**src/rtl/jt51_timer_pkg.sv**
```systemverilog
// Shared constants and types for the jt51 timer register front end.
package jt51_timer_pkg;

  // Timer register addresses
  localparam logic [7:0] TMR_CLKA1 = 8'h10;
  localparam logic [7:0] TMR_CLKA2 = 8'h11;
  localparam logic [7:0] TMR_CLKB  = 8'h12;
  localparam logic [7:0] TMR_CTRL  = 8'h14;

  // Bit positions inside the 0x14 control register
  localparam int unsigned CTRL_CSM    = 7;
  localparam int unsigned CTRL_CLR_B  = 5;
  localparam int unsigned CTRL_CLR_A  = 4;
  localparam int unsigned CTRL_IRQ_B  = 3;
  localparam int unsigned CTRL_IRQ_A  = 2;
  localparam int unsigned CTRL_LOAD_B = 1;
  localparam int unsigned CTRL_LOAD_A = 0;

  typedef enum logic [1:0] {
    StIdle,
    StWrite,
    StBusy
  } tmr_state_e;

endpackage

```
**src/rtl/jt51_busy_cnt.sv**
```systemverilog
// Busy window countdown: loads on start, counts down on each tick, busy while non-zero.
module jt51_busy_cnt #(
  parameter int unsigned BUSY_CYCLES = 32
) (
  input  logic clk,
  input  logic rst,
  input  logic start,
  input  logic tick,
  output logic busy,
  output logic done
);

  localparam logic [7:0] LoadVal = 8'(BUSY_CYCLES);

  logic [7:0] cnt_q, cnt_d;

  // Next count: a fresh start wins over a coincident tick
  always_comb begin
    cnt_d = cnt_q;
    if (start) begin
      cnt_d = LoadVal;
    end else if (tick && (cnt_q != 8'd0)) begin
      cnt_d = cnt_q - 8'd1;
    end
  end

  // Counter register
  always_ff @(posedge clk) begin
    if (rst) begin
      cnt_q <= 8'd0;
    end else begin
      cnt_q <= cnt_d;
    end
  end

  assign busy = (cnt_q != 8'd0);
  // Final tick of the window; the FSM uses it to return to idle
  assign done = tick && (cnt_q == 8'd1) && !start;

endmodule

```
**src/rtl/jt51_timer_mmr.sv**
```systemverilog
// CPU-side register front end for the timer pair: decodes address/data port writes
// into timer controls, reports status and models the post-write busy window.
module jt51_timer_mmr
  import jt51_timer_pkg::*;
#(
  parameter int unsigned BUSY_CYCLES = 32
) (
  input  logic       clk,
  input  logic       rst,
  input  logic       cen,
  input  logic       zero,
  input  logic       cs_n,
  input  logic       wr_n,
  input  logic       a0,
  input  logic [7:0] din,
  output logic [7:0] dout,
  input  logic       flag_A,
  input  logic       flag_B,
  output logic [9:0] value_A,
  output logic [7:0] value_B,
  output logic       load_A,
  output logic       load_B,
  output logic       enable_irq_A,
  output logic       enable_irq_B,
  output logic       clr_flag_A,
  output logic       clr_flag_B,
  output logic       csm,
  output logic       busy
);

  tmr_state_e state_q, state_d;

  logic       last_we_q;
  logic [7:0] addr_q;
  logic [7:0] waddr_q;
  logic [7:0] wdata_q;
  logic [9:0] value_a_q;
  logic [7:0] value_b_q;
  logic       load_a_q, load_b_q;
  logic       irq_a_q, irq_b_q;
  logic       csm_q;
  logic [7:0] dout_q;

  logic we, wr_pulse, data_wr, start, cnt_done, in_write, ctrl_write;

  assign we       = ~cs_n & ~wr_n;
  assign wr_pulse = we & ~last_we_q;
  // Data writes are only taken when no earlier write is still being processed
  assign data_wr  = wr_pulse & a0 & (state_q == StIdle);
  assign in_write = (state_q == StWrite);
  assign ctrl_write = in_write && (waddr_q == TMR_CTRL);

  jt51_busy_cnt #(
    .BUSY_CYCLES(BUSY_CYCLES)
  ) u_busy_cnt (
    .clk  (clk),
    .rst  (rst),
    .start(start),
    .tick (cen & zero),
    .busy (busy),
    .done (cnt_done)
  );

  // FSM next state; start loads the busy counter during the write cycle
  always_comb begin
    state_d = state_q;
    start   = 1'b0;
    case (state_q)
      StIdle:  if (data_wr) state_d = StWrite;
      StWrite: begin
        start   = 1'b1;
        state_d = StBusy;
      end
      StBusy:  if (cnt_done) state_d = StIdle;
      default: state_d = StIdle;
    endcase
  end

  // State, bus latches, timer registers and status byte
  always_ff @(posedge clk) begin
    if (rst) begin
      state_q   <= StIdle;
      last_we_q <= 1'b0;
      addr_q    <= 8'd0;
      waddr_q   <= 8'd0;
      wdata_q   <= 8'd0;
      value_a_q <= 10'd0;
      value_b_q <= 8'd0;
      load_a_q  <= 1'b0;
      load_b_q  <= 1'b0;
      irq_a_q   <= 1'b0;
      irq_b_q   <= 1'b0;
      csm_q     <= 1'b0;
      dout_q    <= 8'd0;
    end else begin
      state_q   <= state_d;
      last_we_q <= we;
      dout_q    <= {busy, 5'b0, flag_B, flag_A};
      if (wr_pulse && !a0) addr_q <= din;
      if (data_wr) begin
        waddr_q <= addr_q;
        wdata_q <= din;
      end
      if (in_write) begin
        case (waddr_q)
          TMR_CLKA1: value_a_q[9:2] <= wdata_q;
          TMR_CLKA2: value_a_q[1:0] <= wdata_q[1:0];
          TMR_CLKB:  value_b_q      <= wdata_q;
          TMR_CTRL: begin
            csm_q    <= wdata_q[CTRL_CSM];
            irq_b_q  <= wdata_q[CTRL_IRQ_B];
            irq_a_q  <= wdata_q[CTRL_IRQ_A];
            load_b_q <= wdata_q[CTRL_LOAD_B];
            load_a_q <= wdata_q[CTRL_LOAD_A];
          end
          default: ;
        endcase
      end
    end
  end

  // Flag clears are only high while the control write is being applied
  assign clr_flag_A   = ctrl_write && wdata_q[CTRL_CLR_A];
  assign clr_flag_B   = ctrl_write && wdata_q[CTRL_CLR_B];
  assign value_A      = value_a_q;
  assign value_B      = value_b_q;
  assign load_A       = load_a_q;
  assign load_B       = load_b_q;
  assign enable_irq_A = irq_a_q;
  assign enable_irq_B = irq_b_q;
  assign csm          = csm_q;
  assign dout         = dout_q;

endmodule
```
**config.mk**
```make
export PLATFORM = sky130hd
export DESIGN_NAME = jt51_timer_mmr
export DESIGN_NICKNAME = d
export VERILOG_FILES = /design/src/rtl/jt51_timer_pkg.sv /design/src/rtl/jt51_busy_cnt.sv /design/src/rtl/jt51_timer_mmr.sv
export SDC_FILE = /design/constraint.sdc
export NUM_CORES = 1
export LEC_CHECK = 0
export ABC_AREA = 1
export BUFFER_PORTS_ARGS = -buffer_cell sky130_fd_sc_hd__buf_2
export CELL_PAD_IN_SITES_DETAIL_PLACEMENT = 1
export CELL_PAD_IN_SITES_GLOBAL_PLACEMENT = 1
export CORE_UTILIZATION = 28
export CTS_CLUSTER_SIZE = 14
export DETAILED_ROUTE_END_ITERATION = 10
export GPL_TIMING_DRIVEN = 0
export PLACE_DENSITY = 0.58
export SETUP_SLACK_MARGIN = 0.1
export SYNTH_ARGS = -nofsm -noshare
export SYNTH_HDL_FRONTEND = slang
export SYNTH_SLANG_ARGS = --single-unit
export TNS_END_PERCENT = 1
```
**constraint.sdc**
```tcl
create_clock -name clk -period 1.4 [get_ports clk]
set_clock_uncertainty 0.05 [all_clocks]
set_input_delay 0.21 -clock clk [delete_from_list [all_inputs] [get_ports clk]]
set_output_delay 0.21 -clock clk [all_outputs]
set_load 0.03 [all_outputs]
```
# [Word level (Yosys, flattened, before mapping)]
# Cells that the tools add are included.
[classes] n_addsub=1 eq_ne=9 muxes=6 bitwise_logic=8 reduce_logical=18
[ops] cell="$eq 8x5->1 const B" count=4
[ops] cell="$mux 6" count=2
[ops] cell="$reduce_and 2->1" count=5
[ops] cell="$eq 8x1->1 const B" count=1
[ops] cell="$reduce_bool 8->1" count=1
[ops] cell="$sub 8x1->8 const B" count=1
[ops] cell="$logic_and 1x1->1" count=7
[ops] cell="$pmux 2 s3" count=1
[ops] cell="$and 1x1->1" count=5
[ops] cell="$mux 2" count=2
[ops] cell="$ne 2x2->1 const B" count=2
[ops] cell="$not 1->1" count=3
[ops] cell="$eq 2x1->1 const B" count=1
[ops] cell="$eq 2x2->1 const B" count=1
[ops] cell="$logic_not 1->1" count=2
[ops] cell="$logic_not 2->1" count=1
[ops] cell="$reduce_bool 2->1" count=1
[ops] cell="$reduce_or 2->1" count=1
[ops] cell="$mux 1" count=1
[totals] register_bits=66 input_bits=17 out_inout_bits=34 elab_cells=59

# [Depth between registers and ports, before layout]
[depth] word_depth=7 mapped_depth=10

# [Cells and area by module]
# Synthesis repeated with hierarchy kept, for this count alone.
[hier_totals] hier_cells=407 area_unflattened_um2=2837.7
[modules_own_cells] module="jt51_timer_mmr" instances=1 cells_each=326 area_per_inst_um2=2265.9
[modules_own_cells] module="jt51_busy_cnt" instances=1 cells_each=81 area_per_inst_um2=571.8

# [Worst setup path before layout]
# OpenSTA, ideal clock, no wires.
[synth_path] kind="reg-to-reg" startpoint="reg u_busy_cnt.cnt_q[0]" endpoint="reg u_busy_cnt.cnt_q[1]" setup_ps=70 arrival_time_ps=1337 t_required_ps=1280 path_slack_ps=-57 stages_incl_launch_ff=9 n_path_buf=0 synth_period_minus_slack_ps=1457 cell_sequence="dfxtp_1 inv_1 ha_1 inv_1 nor2_1 nand2_2 nand2_2 or2_1 a21oi_1"
[synth_between] elab_chain_cells=2 word_cells_on_any_way=3
[synth_lines] item="start, declared" line="jt51_busy_cnt.sv:15" rtl="logic [7:0] cnt_q, cnt_d;"
[synth_lines] item="start signal, assigned" line="jt51_busy_cnt.sv:32" rtl="cnt_q <= cnt_d;"
[synth_lines] item="$reduce_bool 8->1"
[synth_lines] item="via busy" line="jt51_timer_mmr.sv:28" rtl="output logic busy"
[synth_lines] item="$logic_and 1x1->1" line="jt51_busy_cnt.sv:22" rtl="end else if (tick && (cnt_q != 8'd0)) begin"
# The timed path passes the listed nets, and every way through them passes these cells.
# A chain may end at the register's enable or synchronous reset.

# [Final worst setup path]
[layout_path] startpoint="reg state_q[0]" endpoint="out clr_flag_B"
[layout_between] elab_chain_cells=3
[layout_lines] item="start, declared" line="jt51_timer_mmr.sv:31" rtl="tmr_state_e state_q, state_d;"
[layout_lines] item="start signal, assigned" line="jt51_timer_mmr.sv:82" rtl="state_q <= StIdle;"
[layout_lines] item="start signal, assigned" line="jt51_timer_mmr.sv:96" rtl="state_q <= state_d;"
[layout_lines] item="$eq 2x1->1" line="jt51_timer_mmr.sv:50" rtl="assign in_write = (state_q == StWrite);"
[layout_lines] item="$logic_and 1x1->1" line="jt51_timer_mmr.sv:51" rtl="assign ctrl_write = in_write && (waddr_q == TMR_CTRL);"
[layout_lines] item="$logic_and 1x1->1" line="jt51_timer_mmr.sv:124" rtl="assign clr_flag_B = ctrl_write && wdata_q[CTRL_CLR_B];"
[layout_lines] item="end, declared" line="jt51_timer_mmr.sv:26" rtl="output logic clr_flag_B,"
# No other way between the ends.

==> flow_metrics.tcl <==
set metrics [dict create \
    status "complete, but fails checks" \
    violations "setup timing" \
    synthFlopType "dfxtp_1" \
    powerDensity_mw_per_mm2 1590 \
    first_global_vias 2209 \
    pre_cts_ws_ns -0.174 \
    cts-root-buf "clkbuf_8" \
    cts_tree "yes" \
    relSlewSlack_pct 66.5 \
    dieArea_mm2 0.00920 \
    fin_ws_ns -0.227 \
    synth_top_area_cell "dfxtp_1" \
    cts_hold_buf 0 \
    drt_iter0_markers 49 \
    grt.total_usage_pct 15.5 \
    num_rows 33 \
    cts_sinks 61 \
    dr.pass1.iters 4 \
    critPathArrivalTime_ns 1.37 \
    gp_congestion 0.749 \
    n_fill_cell 1061 \
    r2r-start "state_q[0]$_SDFFE_PP0P_" \
    synth_common_cells "72 x nor2_1, 61 x dfxtp_1, 41 x nand2_1" \
    overflow 0 \
    synth.top_cell.area_share_pct 49.4 \
    rrSetupSlack_ns -0.04 \
    hold_viol_final 0 \
    max_stage_delay_ns 0.35 \
    ios 51 \
    synth_cell_type_count 27 \
    ant_nets 0 \
    grt_pass1_wl_um 10500 \
    ys_seq_area_share_pct 49.4 \
    finalSetupViolations 11 \
    ys_ff_latch 61 \
    synth_edf_count 0 \
    io_buffers 44 \
    rsz0062_at_grt "true" \
    coreArea_mm2 0.00838 \
    fin_setup_tns_ns -0.903 \
    die_y_um 95.9 \
    maxCapViolCount 0 \
    cp_top_family "simple AND/OR/NAND/NOR gates" \
    crit_fanout 3 \
    placed_area_mm2 0.00287 \
    htree_num_levels 3 \
    multi_input_comb_area_mm2 0.00120 \
    min_delay_path_depth 2 \
    vias_per_cell 4.46 \
    start_util_pct 29.5 \
    worstPathRequired_ns 1.14 \
    die_x_um 95.9 \
    async_flop_share_pct 0 \
    place_hpwl_um 4770 \
    cp_num_buf_inv 2 \
    min_to "last_we_q$_SDFF_PP0_" \
    cp_slowest_cell "dfxtp_2" \
    worstMarginPinSlew_ns 0.503 \
    period_share_pct 116 \
    rr_endpoint "value_B[3]$_SDFFE_PP0P_" \
    cp-start-kind "register" \
    numCtsBuffers 9 \
    grt_max_degree 11 \
    wl_um 6540 \
    end_kind "output pin" \
    clk_latency_ns 0.34 \
    power.leakage_nw 1.45 \
    ys_top_cells_by_area "dfxtp_1 49%, nor2_1 11%, o21ai_0 7.9%" \
    cts_buffer_depth 2 \
    area_growth_syn_to_layout_pct 33.8 \
    drcViolationCount 0 \
    yosysWarningCount 0 \
    cp_cell_sequence "inv_4 -> nor2_4 -> nand2_4 -> nor2_4 -> nand2_4 -> nor2_4 -> buf_6" \
    num_vias 2239 \
    min_from "cs_n" \
    layout-drive-gt1-share_pct 31.2 \
    ff2ff_path_depth 9 \
    nets 413 \
    seqCellArea_mm2 0.00123 \
    slew_violations 0 \
    wire_per_inst_um 13.0 \
    cp_common_cell "nor2_4" \
    stdcell_area_mm2 0.00331 \
    peakVddDrop_mv 1.33 \
    yosysMostFrequentCell "nor2_1" \
    fmax_mhz 615 \
    holdCritPathClass "in -> reg" \
    cts.clk_slew.worst_paths_ns 0.06 \
    synth.avg_cell_area_um2 7.51 \
    critPathKind "reg -> out" \
    antenna_cells 0 \
    synth_area_mm2 0.00247 \
    synthCells 329 \
    finalWorstPathRequiredPeriod_ns 1.63 \
    antenna_found_initial 0 \
]
[worst reg2reg max path, stage by stage (launching register included)]
cell	delay, ns
dfxtp_2	0.35
inv_4	0.05
nor2_4	0.13
buf_4	0.13
inv_2	0.05
nor3_2	0.15
nand2_2	0.19
inv_4	0.15
nor2_1	0.05
nor2_1	0.09
[per-layer routing]
layer	global-route usage, %	wire length [um]
met5	0	0
met4	5.97	108
met3	4.74	292
met2	26.3	3190
met1	18.3	2950
[placed cells by master (no fill, tap or decap), types with 3 or more instances in the layout]
master and n:
inv_2 6, buf_4 9, a21oi_2 5, nand2_4 4, o21ai_0 18, nand4_1 3, nor2_1 65, inv_1 29
clkbuf_8 12, conb_1 5, a21oi_1 23, dfxtp_1 55, dfxtp_2 6, nand2_1 37, nor2_4 9, buf_8 3
nand3_1 8, clkbuf_1 4, o21ai_2 7, xor2_1 3, o21ai_1 19, buf_2 44
[state kept, by name, indices dropped and copies added, names as in the netlist, 2 cells and up]
register,count
addr_q,8
wdata_q,8
state_q,2
u_busy_cnt.cnt_q,8
value_B,8
value_A,10
waddr_q,8
dout,3
[what timing repair did]
action,CTS,global route
buffers inserted,2,3
resized for setup,55,22
gates cloned,0,0
endpoints found under the setup margin,52,59
pin swaps,13,12
[cell type report]
cell class                 count  share of cell area (%)
clock buffer                  12                    5.00
buffer                        13                    2.80
clock inverter                 3                    1.32
multi-input combinational    219                    36.3
tap                          105                    3.97
sequential                    61                    37.2
timing repair buffer          49                    8.40
inverter                      40                    5.03
[metrics by stage]
step / std cells / utilization, % / hold slack [ns] / total power, mW
detailed placement: 482 / 34.2 / 0.380 / 3.56
finish: 502 / 39.4 / 0.0205 / 5.27
CTS: 499 / 38.5 / 0.00769 / 5.32
global route: 502 / 39.4 / 0.0165 / 5.63
global placement: 482 / 34.2 / 0.362 / 3.51
floorplan: 333 / - / 0.237 / 3.20
[power by group]
part	leakage, nW	switching [mW]	internal [mW]
registers	0.498	0.116	1.89
clock network	0.108	0.690	0.958
logic	0.843	1.07	0.551
total	1.45	1.87	3.39
[kinds of logic (layout without fill, tap and decap cells)]
group                      Yosys count  after routing  share of synthesized area (%)
and+or+nand+nor                    136            136                           23.6
AOI/OAI and AO/OA                   72             72                           14.9
DFF                                 61             61                           49.4
buffers and inverters               53            117                           9.32
adders and majority gates            3              3                           1.52
xor gates and xnor gates             3              3                           1.06
other                                1              5                          0.152
[worst max path at each step]
stage | cells past startpoint | startpoint | to
2_1_floorplan | 6 | state_q[0]$_SDFFE_PP0P_ | clr_flag_A
3_3_place_gp | 7 | state_q[0]$_SDFFE_PP0P_ | clr_flag_B
3_5_place_dp | 7 | state_q[0]$_SDFFE_PP0P_ | clr_flag_A
4_1_cts | 7 | waddr_q[4]$_SDFFE_PP0P_ | clr_flag_A
5_1_grt | 7 | state_q[0]$_SDFFE_PP0P_ | clr_flag_B
6_report | 7 | state_q[0]$_SDFFE_PP0P_ | clr_flag_B
No activity file was read; power rests on OpenSTA's default activity.
